`src/rtl/arc4_enc.sv`:
```
// ARC4 encryptor: length-prefixed plaintext in, length-prefixed ciphertext out.
// The S array lives in an external single-port synchronous RAM behind the s_* ports.
module arc4_enc (
    input  logic        clk,
    input  logic        rst,
    input  logic        en,
    output logic        rdy,
    input  logic [23:0] key,
    output logic [7:0]  pt_addr,
    input  logic [7:0]  pt_rddata,
    output logic [7:0]  ct_addr,
    output logic [7:0]  ct_wrdata,
    output logic        ct_wren,
    output logic [7:0]  s_addr,
    input  logic [7:0]  s_rddata,
    output logic [7:0]  s_wrdata,
    output logic        s_wren
);

    typedef enum logic [3:0] {
        StIdle, StInit, StRdI, StGetI, StRdJ, StGetJ, StWrI, StWrJ,
        StLenRd, StLenGet, StLenWr, StRdPad, StGetPad, StWrCt
    } state_e;

    state_e      state_q;
    logic [23:0] key_q;
    logic [7:0]  i_q, j_q, k_q, len_q, si_q, sj_q;
    logic [1:0]  kidx_q;
    logic        prga_q;
    logic [7:0]  k_byte;
    logic [7:0]  j_d;

    always_comb begin
        k_byte = key_q[7:0];
        unique case (kidx_q)
            2'd0:    k_byte = key_q[23:16];
            2'd1:    k_byte = key_q[15:8];
            default: k_byte = key_q[7:0];
        endcase
    end

    // The key byte only enters j during the key schedule.
    assign j_d = j_q + s_rddata + (prga_q ? 8'd0 : k_byte);

    always_ff @(posedge clk or posedge rst) begin
        if (rst) begin
            state_q   <= StIdle;
            rdy       <= 1'b1;
            key_q     <= '0;
            i_q       <= '0;
            j_q       <= '0;
            k_q       <= '0;
            len_q     <= '0;
            si_q      <= '0;
            sj_q      <= '0;
            kidx_q    <= '0;
            prga_q    <= 1'b0;
            pt_addr   <= '0;
            ct_addr   <= '0;
            ct_wrdata <= '0;
            ct_wren   <= 1'b0;
            s_addr    <= '0;
            s_wrdata  <= '0;
            s_wren    <= 1'b0;
        end else begin
            ct_wren <= 1'b0;
            s_wren  <= 1'b0;
            case (state_q)
                StIdle: begin
                    if (en) begin
                        key_q    <= key;
                        rdy      <= 1'b0;
                        i_q      <= '0;
                        j_q      <= '0;
                        k_q      <= '0;
                        len_q    <= '0;
                        prga_q   <= 1'b0;
                        s_addr   <= '0;
                        s_wrdata <= '0;
                        s_wren   <= 1'b1;
                        state_q  <= StInit;
                    end
                end
                StInit: begin
                    if (i_q == 8'hff) begin
                        i_q     <= '0;
                        j_q     <= '0;
                        kidx_q  <= '0;
                        s_addr  <= '0;
                        state_q <= StRdI;
                    end else begin
                        i_q      <= i_q + 8'd1;
                        s_addr   <= i_q + 8'd1;
                        s_wrdata <= i_q + 8'd1;
                        s_wren   <= 1'b1;
                    end
                end
                StRdI: state_q <= StGetI;
                StGetI: begin
                    si_q    <= s_rddata;
                    j_q     <= j_d;
                    s_addr  <= j_d;
                    state_q <= StRdJ;
                end
                StRdJ: state_q <= StGetJ;
                StGetJ: begin
                    sj_q     <= s_rddata;
                    s_addr   <= i_q;
                    s_wrdata <= s_rddata;
                    s_wren   <= 1'b1;
                    state_q  <= StWrI;
                end
                // Second write carries the first-read value, so i == j leaves S[i] intact.
                StWrI: begin
                    s_addr   <= j_q;
                    s_wrdata <= si_q;
                    s_wren   <= 1'b1;
                    state_q  <= StWrJ;
                end
                StWrJ: begin
                    if (prga_q) begin
                        s_addr  <= si_q + sj_q;
                        pt_addr <= k_q;
                        state_q <= StRdPad;
                    end else if (i_q == 8'hff) begin
                        i_q     <= '0;
                        j_q     <= '0;
                        pt_addr <= '0;
                        state_q <= StLenRd;
                    end else begin
                        i_q     <= i_q + 8'd1;
                        s_addr  <= i_q + 8'd1;
                        kidx_q  <= (kidx_q == 2'd2) ? 2'd0 : kidx_q + 2'd1;
                        state_q <= StRdI;
                    end
                end
                StLenRd: state_q <= StLenGet;
                StLenGet: begin
                    len_q     <= pt_rddata;
                    ct_addr   <= '0;
                    ct_wrdata <= pt_rddata;
                    ct_wren   <= 1'b1;
                    state_q   <= StLenWr;
                end
                StLenWr: begin
                    if (len_q == 8'd0) begin
                        rdy     <= 1'b1;
                        state_q <= StIdle;
                    end else begin
                        k_q     <= 8'd1;
                        i_q     <= 8'd1;
                        s_addr  <= 8'd1;
                        prga_q  <= 1'b1;
                        state_q <= StRdI;
                    end
                end
                StRdPad: state_q <= StGetPad;
                StGetPad: begin
                    ct_addr   <= k_q;
                    ct_wrdata <= pt_rddata ^ s_rddata;
                    ct_wren   <= 1'b1;
                    state_q   <= StWrCt;
                end
                StWrCt: begin
                    if (k_q == len_q) begin
                        rdy     <= 1'b1;
                        state_q <= StIdle;
                    end else begin
                        k_q     <= k_q + 8'd1;
                        i_q     <= i_q + 8'd1;
                        s_addr  <= i_q + 8'd1;
                        state_q <= StRdI;
                    end
                end
                default: state_q <= StIdle;
            endcase
        end
    end

endmodule
```
`config.mk`:
```
export PLATFORM = sky130hd
export DESIGN_NAME = arc4_enc
export DESIGN_NICKNAME = d
export VERILOG_FILES = /design/src/rtl/arc4_enc.sv
export SDC_FILE = /design/constraint.sdc
export NUM_CORES = 1
export LEC_CHECK = 0
export ABC_AREA = 1
export CAP_MARGIN = 5
export CELL_PAD_IN_SITES_DETAIL_PLACEMENT = 1
export CELL_PAD_IN_SITES_GLOBAL_PLACEMENT = 1
export CORE_ASPECT_RATIO = 0.9
export CORE_MARGIN = 2
export CORE_UTILIZATION = 42
export CTS_BUF_LIST = sky130_fd_sc_hd__clkbuf_4 sky130_fd_sc_hd__clkbuf_8
export DETAILED_ROUTE_END_ITERATION = 12
export GPL_TIMING_DRIVEN = 0
export PLACE_DENSITY = 0.91
export SLEW_MARGIN = 20
export SYNTH_ARGS = -nofsm -noshare
export SYNTH_HDL_FRONTEND = slang
export SYNTH_SLANG_ARGS = --single-unit
```
`constraint.sdc`:
```
create_clock -name clk -period 4.4 [get_ports clk]
set_clock_uncertainty 0.15 [all_clocks]
set_input_delay 0.66 -clock clk [delete_from_list [all_inputs] [get_ports clk]]
set_output_delay 0.66 -clock clk [all_outputs]
set_load 0.1 [all_outputs]
```
==> metrics, run 1 <==
Pint=~3.1 mW; maximum fanout along the worst path=10; setup repair after global routing missed its margin=false; average size of a mapped cell=around 7.6 µm²; post-CTS setup buffer count=0; number of global-route vias before repair=slightly below 7000; highest ir drop seen on vdd=around 0.00037 V; area growth from synthesis to layout=22.4%; number of enable-type register cells in the synthesized netlist=0; standard cell core area=~16000 µm²; clock-pin slew on the worst setup and hold paths=around 0.070 ns; Post-DRT Antenna Nets=0; flops & latches, synth=122; drt initial violations=approximately 440; highest clock frequency the design can meet=around 270 MHz; number of failing hold endpoints at the final stage=0; Synth area leaders=sky130_fd_sc_hd__dfrtp_1, sky130_fd_sc_hd__nand2_1, sky130_fd_sc_hd__nand3_1; number of hold buffers added after CTS=0; class of the tightest hold or removal check=reg2reg; Clock Path Buffers=2; highest layer used for signal routing=met4; number of diodes=0; Setup crit start kind=flop; flip-flop count of the largest register, all copies and words added=24; placed cell count=approximately 1200; Rows=44; drc violations=0; gate count after technology mapping=between 900 and 1000; grt total ovfl=0; Synthesis Warnings=0; Vias/cell=approximately 5.3; initial antenna violation count=0; Die Footprint=about 17000 µm²; library cell with the largest summed area after synthesis=sky130_fd_sc_hd__dfrtp_1; routed length per placed instance=roughly 18 µm; Syn Nets=~970; combinational cell fraction of total power=between 50% and 60%; fraction of layout cells with a size suffix above 1=under 10%; Reg with most FFs=key_q; combined global-route utilization of all metal layers=26.0%; clock insertion delay at the later pin of the skew report=approximately 0.45 ns; worst setup path startpoint=prga_q; sequential area share after synthesis=between 40% and 50%; clk sinks=approximately 120; CTS HTree Levels=4; capturing element type of the critical path=flop; switching part of the total power=51.7%; largest net degree at the start of global routing=78; Met1 Wirelength=9800 µm; async set-reset flop share out of synthesis=100%; number of CTS-inserted buffers=17; final wirelength=approximately 22000 µm; required time at the worst-slack endpoint=between 4 and 5 ns; power per cell area=771 nW/µm²; Root Buffer Master=sky130_fd_sc_hd__clkbuf_8; r2r startpoint=prga_q; delay of the slowest cell on the worst path=between 0.4 and 0.5 ns; proportion of netlist area held by the largest area contributor=44.1%; io pins=86; TritonCTS clock tree=built; Period Utilization, post-route=84.1%; Resized cells post-CTS=0; sum of met3 wire segment lengths after detailed routing=just over 1000 µm; Reg power frac=between 20% and 30%; number of distinct library cells after synthesis=39; first drt pass iteration count=5; port bufs=85; Initial Util=42.7%; Setup TNS=0 ns; dominant cell type by count on the critical path=sky130_fd_sc_hd__nand2_1; total net switching power=approximately 3.4 mW; Clk network pwr share=15.8%; startpoint of the worst hold path=key_q[7]; Tightest Pin Transition=around 1.0 ns; number of maximum-capacitance violations=0; RePlAce Congestion=~0.9; standard cell with the maximum stage delay on the critical path=sky130_fd_sc_hd__fa_1; total leakage power=4.19 nW; met2 WL post-DR=10400 µm; Period minus WS final=~3.7 ns; list of cells traversed by the critical path=clkbuf_1 > inv_1 > clkbuf_1 > nand2_1 > inv_1 > fa_1 > ha_1 > inv_1 > fa_1 > inv_1 > nand3_1 > nand2_1 > nand2_1 > nand3_1 > nand3_1 > nor2_1 > nand3_1 > nand2_1 > nand2_1; detailed-placement wirelength estimate=around 17000 µm; count of placed standard cells in the final layout, fillers left out=1230; die width=between 100 and 150 µm; final number of setup-violating endpoints=0; worst slew slack as a fraction of its limit=between 30% and 40%; ys flop type=sky130_fd_sc_hd__dfrtp_1; final core occ=a little over half; Final Max Slew Viols=0; arrival time of data at the critical path endpoint=between 3 and 4 ns; type of the worst setup path=reg2reg; total via count in the routed design=about 6500; first-pass GRT wire length=roughly 36000 µm; Nets=roughly 1100; overall die height=around 130 µm; result of the run=finished clean; Mapped Area=6870 µm²
-- synth_stat cells, types with 3 or more instances --
cell	instances
sky130_fd_sc_hd__o21ai_1	12
sky130_fd_sc_hd__o2111ai_1	3
sky130_fd_sc_hd__nor2_2	5
sky130_fd_sc_hd__a21oi_1	31
sky130_fd_sc_hd__o211ai_1	4
sky130_fd_sc_hd__o22ai_1	5
sky130_fd_sc_hd__ha_1	15
sky130_fd_sc_hd__nand4_1	12
sky130_fd_sc_hd__nor2_1	41
sky130_fd_sc_hd__o21ai_0	47
sky130_fd_sc_hd__xnor2_1	7
sky130_fd_sc_hd__nand2_2	11
sky130_fd_sc_hd__inv_2	16
sky130_fd_sc_hd__or2_2	6
sky130_fd_sc_hd__fa_1	9
sky130_fd_sc_hd__nand3_1	71
sky130_fd_sc_hd__nand2_1	356
sky130_fd_sc_hd__inv_1	73
sky130_fd_sc_hd__buf_2	3
sky130_fd_sc_hd__xor2_1	14
sky130_fd_sc_hd__nor2_4	6
sky130_fd_sc_hd__dfrtp_1	121
sky130_fd_sc_hd__clkbuf_1	16
-- power by group through the flow --
stage,combinational (mW),sequential [mW],clock (mW)
after floorplan,2.00,2.42,0
after global placement,3.46,1.79,0
after detailed placement,3.60,1.82,0
after CTS,3.65,1.80,1.04
after global routing,4.01,1.85,1.09
final,3.65,1.81,1.02
-- final cells by class --
type / count / area, µm²
fill: 2030 / 7660
multi-input combinational: 673 / 3390
sequential: 122 / 3050
timing repair buffer: 86 / 878
inverter: 89 / 339
clock buffer: 21 / 277
tap: 207 / 259
clock inverter: 11 / 121
buffer: 21 / 93.8
-- kinds of logic (layout without fill, tap and decap cells) --
group / Yosys count / in the layout / synth area share (%)
flops: 122 / 122 / 44.4
xor+xnor: 21 / 21 / 2.68
compound gates: 107 / 107 / 8.36
simple gates: 521 / 521 / 32.9
buf+inv: 110 / 228 / 6.23
fa+ha+maj: 24 / 24 / 5.35
-- worst max-delay path: cells and delay by family (launching register included) --
family                     cells  cell delay, ns
adders and majority gates      3            1.05
and+or+nand+nor               10            0.96
buffers and inverters          6            1.09
DFF                            1            0.33
-- final timing paths --
kind | to | slack, ns | depth (start not counted)
setup / recovery | s_addr[5] | 0.70 | 19
hold / removal | key_q[7] | 0.32 | 2
setup reg to reg | s_addr[5] | 0.70 | 19
hold reg to reg | key_q[7] | 0.32 | 2
max in group asynchronous | j_q[3] | 2.85 | 3
min in group asynchronous | key_q[2] | 0.46 | 2
-- routing by layer --
metal / global-route usage (%) / vias up
met4: 8.97 / 0
met5: 0 / -
met2: 42.2 / 172
li1: - / 3112
met1: 34.9 / 3221
met3: 5.25 / 36
-- metrics by stage --
stage               hold WS [ns]  setup slack (ns)  cell area, µm²  total power, mW
finish                     0.324             0.702            8410             6.49
detailed placement         0.310             0.732            8010             5.42
global placement           0.304             -1.50            7980             5.25
CTS                        0.329             0.723            8410             6.50
global route               0.346             0.340            8410             6.96
floorplan                  0.292             0.349            6870             4.41
-- placed cells by master, fill, tap and decap left out, types with 14 or more instances in the layout --
| cell type | Yosys | routed |
|---|---|---|
| sky130_fd_sc_hd__dfrtp_1 | 121 | 121 |
| sky130_fd_sc_hd__ha_1 | 15 | 15 |
| sky130_fd_sc_hd__clkbuf_8 | 0 | 19 |
| sky130_fd_sc_hd__clkbuf_1 | 16 | 16 |
| sky130_fd_sc_hd__nor2_1 | 41 | 41 |
| sky130_fd_sc_hd__inv_2 | 16 | 16 |
| sky130_fd_sc_hd__clkdlybuf4s50_1 | 0 | 85 |
| sky130_fd_sc_hd__nand2_1 | 356 | 356 |
| sky130_fd_sc_hd__a21oi_1 | 31 | 31 |
| sky130_fd_sc_hd__nand3_1 | 71 | 71 |
| sky130_fd_sc_hd__o21ai_0 | 47 | 47 |
| sky130_fd_sc_hd__inv_1 | 73 | 72 |
| sky130_fd_sc_hd__xor2_1 | 14 | 14 |
(Power assumes the default switching activity.)
==> inputs of run 2 (changes only) <==
--- a/config.mk
+++ b/config.mk
@@ -11,11 +11,11 @@
 export CELL_PAD_IN_SITES_GLOBAL_PLACEMENT = 1
 export CORE_ASPECT_RATIO = 0.9
 export CORE_MARGIN = 2
-export CORE_UTILIZATION = 42
+export CORE_UTILIZATION = 38
 export CTS_BUF_LIST = sky130_fd_sc_hd__clkbuf_4 sky130_fd_sc_hd__clkbuf_8
 export DETAILED_ROUTE_END_ITERATION = 12
 export GPL_TIMING_DRIVEN = 0
-export PLACE_DENSITY = 0.91
+export PLACE_DENSITY = 0.87
 export SLEW_MARGIN = 20
 export SYNTH_ARGS = -nofsm -noshare
 export SYNTH_HDL_FRONTEND = slang
==> constraint.sdc (replaced) <==
create_clock -name clk -period 3.4 [get_ports clk]
set_clock_uncertainty 0.15 [all_clocks]
set_input_delay 0.51 -clock clk [delete_from_list [all_inputs] [get_ports clk]]
set_output_delay 0.51 -clock clk [all_outputs]
set_load 0.1 [all_outputs]
==> run 2 against run 1 <==
  * Core utilization is 4.0 points lower
  * Critical endpoint is now s_addr[3]
  * Total power up 29%
  * First-iteration DRC count fell by 5.7%
  * Non-clock buffer count is 3 higher
  * Combinational power increased by 30%
==> metrics, run 2 (synthesized netlist as in run 1, its figures left out) <==
worst setup path startpoint=kidx_q[1]; delay of the slowest cell on the worst path=0.43 ns (-0.06 ns); area post-placement=8110 µm² (+1.2%); detailed-placement wirelength estimate=17000 µm (+3.1%); number of diodes=0 (unchanged); highest clock frequency the design can meet=310 MHz (+15%); fraction of layout cells with a size suffix above 1=10.8% (+1.7 points); combined global-route utilization of all metal layers=23.8% (-2.2 points); commonest non-fill, non-tap cells in the layout=sky130_fd_sc_hd__nand2_1, sky130_fd_sc_hd__dfrtp_1, sky130_fd_sc_hd__clkdlybuf4s50_1; required time at the worst-slack endpoint=3.60 ns (-0.99 ns); Setup TNS=0 ns (unchanged); overall die height=132 µm (+5.0%); Period Utilization, post-route=94.8% (+11 points); worst slack, placed=-0.329 ns (-1.06 ns); flip-flop count of the largest register, all copies and words added=24 (unchanged); power per cell area=976 nW/µm² (+27%); final number of setup-violating endpoints=0 (unchanged); area growth from synthesis to layout=24.3%; Design Area, Final=8540 µm² (+1.5%); setup repair after global routing missed its margin=false; largest net degree at the start of global routing=33 (-58%); total via count in the routed design=6542 (+0.015%); post-route total power=8.34 mW (+29%); Initial Util=38.9% (-3.9 points); Die Footprint=19200 µm² (+10%); list of cells traversed by the critical path=buf_6 > nor2_4 > nand2_1 > nand3_1 > nand2_1 > inv_1 > fa_1 > ha_2 > inv_2 > fa_2 > inv_1 > or2_2 > nand3_2 > o21ai_0 > a21oi_1 > nand3_1 > nand2_1 > nand2_1; class of the tightest hold or removal check=in2async; number of CTS-inserted buffers=17 (unchanged); final wirelength=21500 µm (-0.89%); Setup crit start kind=flop; type of the worst setup path=reg2reg; capturing element type of the critical path=flop; TritonCTS clock tree=built; worst slew slack as a fraction of its limit=33.5% (+1.0 points); Period minus WS final=3.22 ns (-0.475 ns); CTS HTree Levels=4 (unchanged); post-route setup slack=0.177 ns (-0.525 ns); total leakage power=4.20 nW (+0.28%); die width=146 µm (+5.0%); clk sinks=122 (unchanged); result of the run=finished clean; clock insertion delay at the later pin of the skew report=0.46 ns (about the same); final core occ=48.3% (-4.0 points); first drt pass iteration count=6 (+1); Rows=46 (+4.5%); Post-DRT Antenna Nets=0 (unchanged); io pins=86 (unchanged); initial antenna violation count=0 (unchanged); dominant cell type by count on the critical path=sky130_fd_sc_hd__nand2_1; Clock Path Buffers=2 (unchanged); Tightest Pin Transition=0.995 ns (-0.0152 ns); clock-pin slew on the worst setup and hold paths=0.08 ns (about the same); port bufs=85 (unchanged); number of maximum-capacitance violations=0 (unchanged); standard cell core area=17700 µm² (+9.9%); Min Hold Slack=0.224 ns (-0.100 ns); maximum fanout along the worst path=10 (unchanged); arrival time of data at the critical path endpoint=3.42 ns (-0.47 ns); Multi-input gate area=3420 µm² (+0.96%); number of global-route vias before repair=6868 (+1.0%); Reg with most FFs=key_q; RePlAce Congestion=0.902 (-1.9%); area taken by flip-flops and latches=3060 µm² (about the same); most common cell after layout, fill and taps aside=sky130_fd_sc_hd__nand2_1; grt total ovfl=0 (unchanged); drc violations=0 (unchanged); number of failing hold endpoints at the final stage=0 (unchanged); Root Buffer Master=sky130_fd_sc_hd__clkbuf_8; routed length per placed instance=17.0 µm (-3.7%); count of filler cells inserted in the layout=2242 (+10%); drt initial violations=410 (-5.7%); standard cell with the maximum stage delay on the critical path=sky130_fd_sc_hd__dfrtp_1; placed cell count=1234 (+3.0%); Final Max Slew Viols=0 (unchanged); highest ir drop seen on vdd=0.000393 V (+5.9%); first-pass GRT wire length=36100 µm (+1.5%); Nets=1080 (+0.28%); Vias/cell=5.17 (-2.8%); count of placed standard cells in the final layout, fillers left out=1266 (+2.9%); r2r startpoint=kidx_q[1]
[run 2: final timing paths]
kind                       slack (ns)        end  cells past startpoint
max                              0.18  s_addr[3]                     18
min                              0.22   key_q[8]                      2
max reg2reg                      0.18  s_addr[3]                     18
min reg2reg                      0.32   key_q[5]                      2
min in group clk                 0.32   key_q[5]                      2
max in group asynchronous        2.00  s_addr[3]                      5
[run 2: layer usage]
metal  vias up  track usage [%]  wire length, µm
met4         0             6.54              379
met3        28             4.38             1200
met5         -                0                0
met1      3208             31.5             9550
li1       3104                -                -
met2       202             39.9            10400
[run 2: area by class of cell]
class	instances	area share (%)
flip-flops and latches	122	35.8
multi-input cells	673	40.1
clock inverters	14	1.44
repair buffers	91	11.2
clock buffers	18	2.90
inverters	89	4.00
well taps	240	3.52
plain buffers	19	1.10
[run 2: report_power, final]
| part | internal [mW] | total [mW] | switching [mW] |
|---|---|---|---|
| sequential | 1.94 | 2.35 | 0.412 |
| clock | 0.597 | 1.24 | 0.648 |
| combinational | 1.47 | 4.74 | 3.28 |
| total | 4.00 | 8.34 | 4.34 |
[run 2: worst max-delay path, delay by kind of cell, from the launching register on]
kind	cells	cell delay, ns
and+or+nand+nor	9	1.07
adders and majority gates	3	0.83
DFF	1	0.43
buffers and inverters	4	0.38
AOI/OAI and AO/OA	2	0.26
[run 2: what timing repair did]
item	in CTS	in global routing
setup buffers	2	0
setup endpoints to repair	7	4
pin swaps	0	2
hold buffers	0	0
hold endpoints to repair	0	0
gates resized for setup	5	14
